`config.mk`:
```
export PLATFORM = sky130hd
export DESIGN_NAME = bounds_sched
export DESIGN_NICKNAME = d
export VERILOG_FILES = /design/src/rtl/bounds_sched.sv
export SDC_FILE = /design/constraint.sdc
export NUM_CORES = 1
export LEC_CHECK = 0
export BUFFER_PORTS_ARGS = -buffer_cell sky130_fd_sc_hd__buf_2
export CORE_MARGIN = 2
export CORE_UTILIZATION = 40
export CTS_BUF_LIST = sky130_fd_sc_hd__clkbuf_4 sky130_fd_sc_hd__clkbuf_8 sky130_fd_sc_hd__clkbuf_16
export DETAILED_ROUTE_END_ITERATION = 6
export GPL_ROUTABILITY_DRIVEN = 0
export GPL_TIMING_DRIVEN = 0
export HOLD_SLACK_MARGIN = 0.02
export PLACE_DENSITY = 0.71
export SYNTH_ARGS = -nofsm -noshare
export SYNTH_HDL_FRONTEND = slang
export SYNTH_SLANG_ARGS = --single-unit
```
`constraint.sdc`:
```
create_clock -name clk -period 11.5 [get_ports clk]
set_input_delay 1.725 -clock clk [delete_from_list [all_inputs] [get_ports clk]]
set_output_delay 1.725 -clock clk [all_outputs]
set_load 0.02 [all_outputs]
```
`src/rtl/bounds_sched.sv`:
```
// bounds_sched: round-robin issue of NUM_CH encoder channels into one shared bounds pipeline.
// Define BOUNDS_SCHED_BYPASS_EN to forward a returning result into a same-cycle reissue.
module bounds_sched #(
    parameter int NUM_CH = 4,
    parameter int LAT    = 5
) (
    input  logic                      clk,
    input  logic                      rst,
    input  logic [NUM_CH-1:0]         sym_valid,
    output logic [NUM_CH-1:0]         sym_ready,
    input  logic [16*NUM_CH-1:0]      sym_prob_upper,
    input  logic [16*NUM_CH-1:0]      sym_prob_lower,
    input  logic [17*NUM_CH-1:0]      sym_prob_range,
    input  logic [NUM_CH-1:0]         ch_init,
    output logic [15:0]               bc_prob_upper,
    output logic [15:0]               bc_prob_lower,
    output logic [16:0]               bc_prob_range,
    output logic [15:0]               bc_work_upper,
    output logic [15:0]               bc_work_lower,
    output logic                      bc_valid_in,
    input  logic [15:0]               bc_work_upper_out,
    input  logic [15:0]               bc_work_lower_out,
    input  logic                      bc_valid_out,
    output logic                      res_valid,
    output logic [$clog2(NUM_CH)-1:0] res_ch,
    output logic [15:0]               res_work_upper,
    output logic [15:0]               res_work_lower,
    output logic                      err
);
    localparam int CW = $clog2(NUM_CH);
    localparam int DW = $clog2(LAT + 1);

    logic [15:0]       work_upper [NUM_CH];
    logic [15:0]       work_lower [NUM_CH];
    logic [NUM_CH-1:0] busy;
    logic [NUM_CH-1:0] init_pend;
    logic [CW-1:0]     rr_ptr;
    logic [LAT:0]      tag_v;
    logic [CW-1:0]     tag_ch [LAT+1];
    logic [DW-1:0]     drain_cnt;

    logic              pop_v;
    logic [CW-1:0]     pop_ch;
    logic [NUM_CH-1:0] avail;
    logic [NUM_CH-1:0] eligible;
    logic [NUM_CH-1:0] grant;
    logic              gnt_any;
    logic [CW-1:0]     gnt_ch;
    logic [CW:0]       arb_sum;
    logic [CW-1:0]     arb_idx;
    logic [15:0]       sel_pu;
    logic [15:0]       sel_pl;
    logic [16:0]       sel_pr;
    logic [15:0]       sel_wu;
    logic [15:0]       sel_wl;

    assign pop_v  = tag_v[LAT];
    assign pop_ch = tag_ch[LAT];

    always_comb begin
        avail = '0;
        for (int c = 0; c < NUM_CH; c++) begin
`ifdef BOUNDS_SCHED_BYPASS_EN
            avail[c] = !busy[c] || (pop_v && pop_ch == CW'(c));
`else
            avail[c] = !busy[c];
`endif
        end
        eligible = sym_valid & avail & ~ch_init;
    end

    // first eligible channel at or after rr_ptr, wrapping
    always_comb begin
        gnt_any = 1'b0;
        gnt_ch  = '0;
        arb_sum = '0;
        arb_idx = '0;
        for (int i = 0; i < NUM_CH; i++) begin
            arb_sum = {1'b0, rr_ptr} + (CW+1)'(i);
            if (arb_sum >= (CW+1)'(NUM_CH))
                arb_sum = arb_sum - (CW+1)'(NUM_CH);
            arb_idx = arb_sum[CW-1:0];
            if (!gnt_any && eligible[arb_idx]) begin
                gnt_any = 1'b1;
                gnt_ch  = arb_idx;
            end
        end
    end

    always_comb begin
        grant = '0;
        if (gnt_any)
            grant[gnt_ch] = 1'b1;
    end

    assign sym_ready = rst ? '0 : grant;

    always_comb begin
        sel_pu = '0;
        sel_pl = '0;
        sel_pr = '0;
        sel_wu = '0;
        sel_wl = '0;
        for (int c = 0; c < NUM_CH; c++) begin
            if (gnt_ch == CW'(c)) begin
                sel_pu = sym_prob_upper[16*c +: 16];
                sel_pl = sym_prob_lower[16*c +: 16];
                sel_pr = sym_prob_range[17*c +: 17];
                sel_wu = work_upper[c];
                sel_wl = work_lower[c];
            end
        end
`ifdef BOUNDS_SCHED_BYPASS_EN
        if (pop_v && pop_ch == gnt_ch) begin
            sel_wu = init_pend[gnt_ch] ? 16'hFFFF : bc_work_upper_out;
            sel_wl = init_pend[gnt_ch] ? 16'h0000 : bc_work_lower_out;
        end
`endif
    end

    always_ff @(posedge clk or posedge rst) begin
        if (rst) begin
            for (int c = 0; c < NUM_CH; c++) begin
                work_upper[c] <= 16'hFFFF;
                work_lower[c] <= 16'h0000;
            end
            for (int k = 0; k <= LAT; k++)
                tag_ch[k] <= '0;
            busy           <= '0;
            init_pend      <= '0;
            rr_ptr         <= '0;
            tag_v          <= '0;
            drain_cnt      <= DW'(LAT);
            bc_prob_upper  <= '0;
            bc_prob_lower  <= '0;
            bc_prob_range  <= '0;
            bc_work_upper  <= '0;
            bc_work_lower  <= '0;
            bc_valid_in    <= 1'b0;
            res_valid      <= 1'b0;
            res_ch         <= '0;
            res_work_upper <= '0;
            res_work_lower <= '0;
            err            <= 1'b0;
        end else begin
            tag_v     <= {tag_v[LAT-1:0], gnt_any};
            tag_ch[0] <= gnt_ch;
            for (int k = 1; k <= LAT; k++)
                tag_ch[k] <= tag_ch[k-1];

            bc_valid_in <= gnt_any;
            if (gnt_any) begin
                bc_prob_upper <= sel_pu;
                bc_prob_lower <= sel_pl;
                bc_prob_range <= sel_pr;
                bc_work_upper <= sel_wu;
                bc_work_lower <= sel_wl;
                rr_ptr <= (gnt_ch == CW'(NUM_CH - 1)) ? '0 : gnt_ch + 1'b1;
            end

            res_valid <= pop_v;
            if (pop_v) begin
                res_ch         <= pop_ch;
                res_work_upper <= bc_work_upper_out;
                res_work_lower <= bc_work_lower_out;
            end

            // results from before reset may still drain out of the pipeline
            if (drain_cnt != '0)
                drain_cnt <= drain_cnt - 1'b1;
            if (bc_valid_out != pop_v && (pop_v || drain_cnt == '0))
                err <= 1'b1;

            for (int c = 0; c < NUM_CH; c++) begin
                if (pop_v && pop_ch == CW'(c)) begin
                    busy[c] <= 1'b0;
                    init_pend[c] <= 1'b0;
                    if (init_pend[c] || ch_init[c]) begin
                        work_upper[c] <= 16'hFFFF;
                        work_lower[c] <= 16'h0000;
                    end else begin
                        work_upper[c] <= bc_work_upper_out;
                        work_lower[c] <= bc_work_lower_out;
                    end
                end else if (ch_init[c]) begin
                    if (busy[c]) begin
                        init_pend[c] <= 1'b1;
                    end else begin
                        work_upper[c] <= 16'hFFFF;
                        work_lower[c] <= 16'h0000;
                    end
                end
                if (gnt_any && gnt_ch == CW'(c))
                    busy[c] <= 1'b1;
            end
        end
    end

endmodule

```
[Yosys cells after proc, flatten, opt, wreduce, memory -nomap -nowiden]
Cells that the tools add are included.
Storage, ports and cells
  register bits: 277
  logic and storage cells: 215
  input bits: 239
Operators by class
  magnitude comparators: 10
  bitwise logic cells: 3
  add/subtract/negate cells: 9
  muxes and demuxes: 97
  reduce and logical (&&, ||, !) cells: 49
  eq/ne operators: 11
Operator list (count)
  $mux W16: 48
  $mux W17: 4
  $mux W1: 29
  $reduce_bool A2 Y1: 12
  $mux W2: 9
  $reduce_and A2 Y1: 8
  $lt A2 B3 Y1 const B: 5
  $logic_and A1 B1 Y1: 13
  $ge A3 B3 Y1 const B: 3
  $and A4 B4 Y4: 2
  $bmux W1 S2: 4
  $eq A2 B2 Y1 const B: 4
  $mux W4: 2
  $ne A2 B1 Y1 const B: 4
  $sub A2 B1 Y2 const B: 4
  $logic_not A1 Y1: 7
  $add A2 B2 Y3 const B: 2
  $logic_or A1 B1 Y1: 5
  $eq A2 B1 Y1 const B: 2
  $logic_not A2 Y1: 2
  $not A4 Y4: 1
  $add A2 B1 Y3 const B: 1
  $ge A2 B3 Y1 const B: 1
  $logic_not A3 Y1: 1
  6 further kinds: 6

[Logic depth before layout (Yosys ltp)]
  word-level depth: 21
  depth in mapped cells: 12

[Worst setup path before layout]
OpenSTA, ideal clock, no wires.
  kind: input to output
  start: input rst
  end: output sym_ready[0]
  stages on the path: 2
  data arrival time: 8.217 ns
  buffers on the path: 0
  path slack: 1.558 ns
  required time: 9.775 ns
  path through: inv_1 -> and3_1
Between the ends
  cells in the longest elaborated chain, start to end: 1
RTL lines
  from (decl): line 8  | input logic rst,
  $mux W4: line 96  | assign sym_ready = rst ? '0 : grant;
  to (decl): line 10  | output logic [NUM_CH-1:0] sym_ready,
Every way passes these cells.

[Worst setup path in the final report]
  start: input ch_init[2]
  end: output sym_ready[3]
Between the ends
  cells in the longest elaborated chain, start to end: 20
RTL lines
  from (decl): line 14  | input logic [NUM_CH-1:0] ch_init,
  $not A4 Y4 *: line 69  | eligible = sym_valid & avail & ~ch_init;
  $and A4 B4 Y4 *: line 69
  $bmux W1 S2: line 83  | if (!gnt_any && eligible[arb_idx]) begin
  $mux W1 (implied by the code): line 83
  $mux W1: line 83
  $logic_not A1 Y1: line 83
  $logic_and A1 B1 Y1: line 83
  $mux W1: line 83
  [... 5 more ...]
  $mux W2 *: line 83
  via gnt_ch[0]: line 48  | logic [CW-1:0] gnt_ch;
  $lt A2 B3 Y1 (implied by the code) or $ge A2 B1 Y1 (tied branches): line 93  | grant[gnt_ch] = 1'b1;
  $logic_and A1 B1 Y1 (implied by the code): line 93
  $mux W1 (implied by the code): line 93
  $demux W1 S2 *: line 93
  $mux W4 *: line 92  | if (gnt_any)
  $mux W4 *: line 96
The timed path passes the listed nets; every way through them passes the cells marked *. The select of a mux whose other input is x is not followed.

==> results.txt <==
* Top cell type by total area after synthesis: sky130_fd_sc_hd__dfrtp_1
- The placed instances occupy a cell area of 14550 sq um.
- Critical Path Sink Type: output port
* Drt first-iter violations: 866
* Status: complete, no violations
- TritonCTS built the clock tree.
- STA classifies the critical path startpoint as an input pin.
- Maxcap violations: 0
* Period minus WS final: about 7.1 ns
- The HPWL after detailed placement is roughly 29 mm.
- In this run the number of H-tree levels came out at 1.
* Unique cell type count in the Yosys netlist: between 40 and 50
- Layout fillers: around 2700
* Initial antenna violation count: 8
- Gates resized during post-CTS repair numbered 0.
- Clock share of power: around 25%
* Top area cells in the synthesized netlist: sky130_fd_sc_hd__dfrtp_1, sky130_fd_sc_hd__dfstp_2, sky130_fd_sc_hd__nand2_1, sky130_fd_sc_hd__o31ai_1, sky130_fd_sc_hd__a211oi_1
- The die covers 31910 sq um.
- Max-Slew Margin vs Limit: approximately 25%
- During I/O placement, the number of pins put on the boundary was about 360.
- The number of nets in the synthesized netlist is between 1000 and 1500.
- Timing would allow up to 140.7 MHz.
- Register bit count reported by yosys: 276
* Peak ir drop on the vdd network: approximately 0.17 mV
- Number of post-CTS setup repair buffers: 0
- Post-Synthesis Cells: around 1100
- Of the synthesized area, sequential elements account for a little under three fifths.
- Relative to the synthesized area, the layout overhead comes to 28.02%.
- During synthesis, Yosys emitted a total of 0 warnings.
- Setup repair after global routing left no endpoint under its margin.
- Entering global routing, the biggest net connects approximately 140 pins.
* Sequential share of power: 35.2%
* Die H: approximately 180 um
* Final WL: 40.41 mm
- Mean area per synthesized cell: approximately 11 sq um
- Post-CTS Hold Fix Bufs: 0
* P_int: 0.002440 W
* Post-synthesis instance area: roughly 12000 sq um
- The detailed router placed 10980 vias in this run.
- CTS Buf Count: 30
- Async set-or-reset flop fraction in the synthesized netlist: 100.0%
* Worst-Margin Slew: around 1.1 ns
* Number of port buffers: between 300 and 400
- Most instantiated flip-flop cell in the synthesis netlist: sky130_fd_sc_hd__dfrtp_1
- Wire length of the first global-routing pass: between 60 and 70 mm
- Pins Over Slew Limit: 0
* Share of power burned in combinational logic: 40.1%
- Ratio of cells with drive above 1 in the final layout: about a third
* Share of the synthesized area in the top cell type: between 40% and 50%
- Final routed DRC violation total: 0
- Final-layout setup total negative slack: 0 ns
* Final cycle utilization of the critical path: around three fifths
* # placed instances: 1901
- Clock latency reported for the late side of the worst-skew pair: ~0.56 ns
- Detailed-router iteration count before antenna repair: 5
- Final Hold Fails: 0
* P_leak: ~7.2 nW
- Number of synthesized flops with an enable pin: 0
* Starting utilization of the core area: about 41%
* Post-route cell area: about 16000 sq um
* Highest net fanout along the worst path: 10
* Sum of overflow across all layers after global routing: 0
- Ratio of total power to cell area: roughly 260 nW/um^2
- Vias in the first global route: 10820
- Clk buf depth: 3
- The worst setup path is of the in2out kind.
* Min-delay worst type: reg2reg
- In the final design database the tool counted between 1500 and 2000 nets.
- Sw Pwr: about 0.0016 W
- Final core occ: a little over half
* DRT antenna net count: 0
- Using the TritonRoute via totals, the vias-per-cell ratio works out to between 5 and 6.
- Tot GR Track Use: about a quarter
- Clock tree synthesis selected as its root buffer the cell sky130_fd_sc_hd__clkbuf_16.
* Sink Count: about 280
- Core box area: 29800 sq um
* Arrival time at the worst endpoint: 5.38 ns
- Setup violations remaining at the end of the flow were counted as 0.
* Clock transition at the registers of the reported paths: 0.06 ns
- The floorplan step set the die width to 178.6 um.
* Data required time at the worst endpoint: around 10 ns
* DR WL/cell: a little over 20 um
- After the flow finishes, the layout carries non-filler instances totaling ~2000.
* Clk_skew: approximately 0.0075 ns
- Core Rows: 63
* Switching part of the total power: ~40%
-- power groups by stage --
stage          Combinational, W  Clock [W]  Sequential [W]
2_1_floorplan          0.000808          0         0.00165
3_3_place_gp            0.00160          0         0.00143
3_5_place_dp            0.00163          0         0.00144
4_1_cts                 0.00164    0.00102         0.00143
5_1_grt                 0.00178    0.00106         0.00146
6_report                0.00163    0.00100         0.00143
-- critical path: stages --
cell                       delay, ns
sky130_fd_sc_hd__buf_2          0.13
sky130_fd_sc_hd__nor3b_1        0.51
sky130_fd_sc_hd__mux2i_1        0.17
sky130_fd_sc_hd__o22a_1         0.25
sky130_fd_sc_hd__o21a_1         0.16
sky130_fd_sc_hd__ha_1           0.20
sky130_fd_sc_hd__clkbuf_1       0.19
sky130_fd_sc_hd__inv_1          0.28
sky130_fd_sc_hd__clkbuf_1       0.86
sky130_fd_sc_hd__clkbuf_1       0.58
sky130_fd_sc_hd__nor3_1         0.14
sky130_fd_sc_hd__buf_2          0.19
-- sequential cells by signal (all words and copies together) (netlist names) --
signal,count
work_lower,64
work_upper,64
bc_prob_range,17
bc_prob_lower,16
bc_prob_upper,16
bc_work_lower,16
bc_work_upper,16
res_work_lower,16
res_work_upper,16
tag_ch,10
tag_v,6
busy,4
init_pend,4
drain_cnt,3
pop_ch,2
res_ch,2
rr_ptr,2
err,1
res_valid,1
-- path summary, 6_finish.rpt --
path	start	end	slack, ns	cells past startpoint
setup / recovery	ch_init[2]	sym_ready[3]	4.39	12
hold / removal	tag_v[4]	tag_v[5]	0.35	0
setup reg to reg	busy[2]	bc_work_upper[7]	7.40	11
hold reg to reg	tag_v[4]	tag_v[5]	0.35	0
max in group asynchronous	rst	bc_prob_upper[1]	8.88	4
min in group asynchronous	rst	res_work_upper[13]	1.15	2
-- kinds of logic (layout without fill, tap and decap cells) --
family / count (synthesis) / after routing / share of synthesized area (%)
AOI/OAI and AO/OA: 418 / 418 / 25.03
and+or+nand+nor: 285 / 285 / 9.560
DFF: 276 / 276 / 57.30
buffers and inverters: 127 / 545 / 4.113
muxes: 36 / 36 / 3.313
adders and majority gates: 6 / 6 / 0.6154
xor gates and xnor gates: 1 / 1 / 0.07182
other: 0 / 5 / 0
-- Yosys cell counts (2+ instances only) --
cell,number
sky130_fd_sc_hd__a211oi_1,76
sky130_fd_sc_hd__a21oi_1,39
sky130_fd_sc_hd__a22o_1,52
sky130_fd_sc_hd__clkbuf_1,71
sky130_fd_sc_hd__o31ai_1,82
sky130_fd_sc_hd__inv_1,27
sky130_fd_sc_hd__nor3_1,3
sky130_fd_sc_hd__and3_1,3
sky130_fd_sc_hd__o22ai_1,65
sky130_fd_sc_hd__and2_1,2
sky130_fd_sc_hd__nand2_1,176
sky130_fd_sc_hd__mux2_2,35
sky130_fd_sc_hd__a21o_1,2
sky130_fd_sc_hd__o21a_1,5
sky130_fd_sc_hd__or3_1,4
sky130_fd_sc_hd__buf_1,13
sky130_fd_sc_hd__nor3b_1,4
sky130_fd_sc_hd__dfstp_2,66
sky130_fd_sc_hd__ha_1,6
sky130_fd_sc_hd__nor3_2,2
sky130_fd_sc_hd__a221oi_1,5
sky130_fd_sc_hd__buf_2,14
sky130_fd_sc_hd__nor2_1,81
sky130_fd_sc_hd__o21ai_1,3
sky130_fd_sc_hd__o22a_1,65
sky130_fd_sc_hd__o21ai_0,21
sky130_fd_sc_hd__dfrtp_1,210
-- area by class of cell --
cell class,instances,area [sq um],area share (%)
plain buffers,99,396.6,2.540
repair buffers,362,1857,11.89
well taps,390,488.0,3.125
flip-flops and latches,276,6989,44.76
inverters,28,112.6,0.7211
clock inverters,5,53.80,0.3445
clock buffers,51,999.7,6.402
diodes,5,12.51,0.08012
multi-input cells,746,4707,30.14
-- routing by layer --
metal	GRT usage (%)	routed length, um	up-vias
li1	-	-	5026
met1	32.73	16810	5420
met2	40.38	18950	433
met3	5.264	3151	94
met4	9.621	1457	6
met5	0	36	-
-- cell usage in the layout (no fill, tap or decap), drive strengths merged, types with 6 or more instances in the layout --
cell type and instances:
mux2 35, buf 390, dfrtp 210, o22ai 65, o22a 65, o21ai 24, inv 27, nor2 81
ha 6, a21oi 39, nand2 176, a211oi 76, a22o 52, o31ai 82, clkbuf 122, dfstp 66
-- metrics by stage --
step | setup slack (ns) | total power [W] | hold slack [ns]
floorplan | 1.558 | 0.002457 | 0.3312
global placement | -1.105 | 0.003036 | 0.3357
detailed placement | 4.462 | 0.003068 | 0.3347
CTS | 4.427 | 0.004085 | 0.3498
global route | 4.180 | 0.004301 | 0.3522
finish | 4.391 | 0.004061 | 0.3466
(Power assumes the default switching activity.)
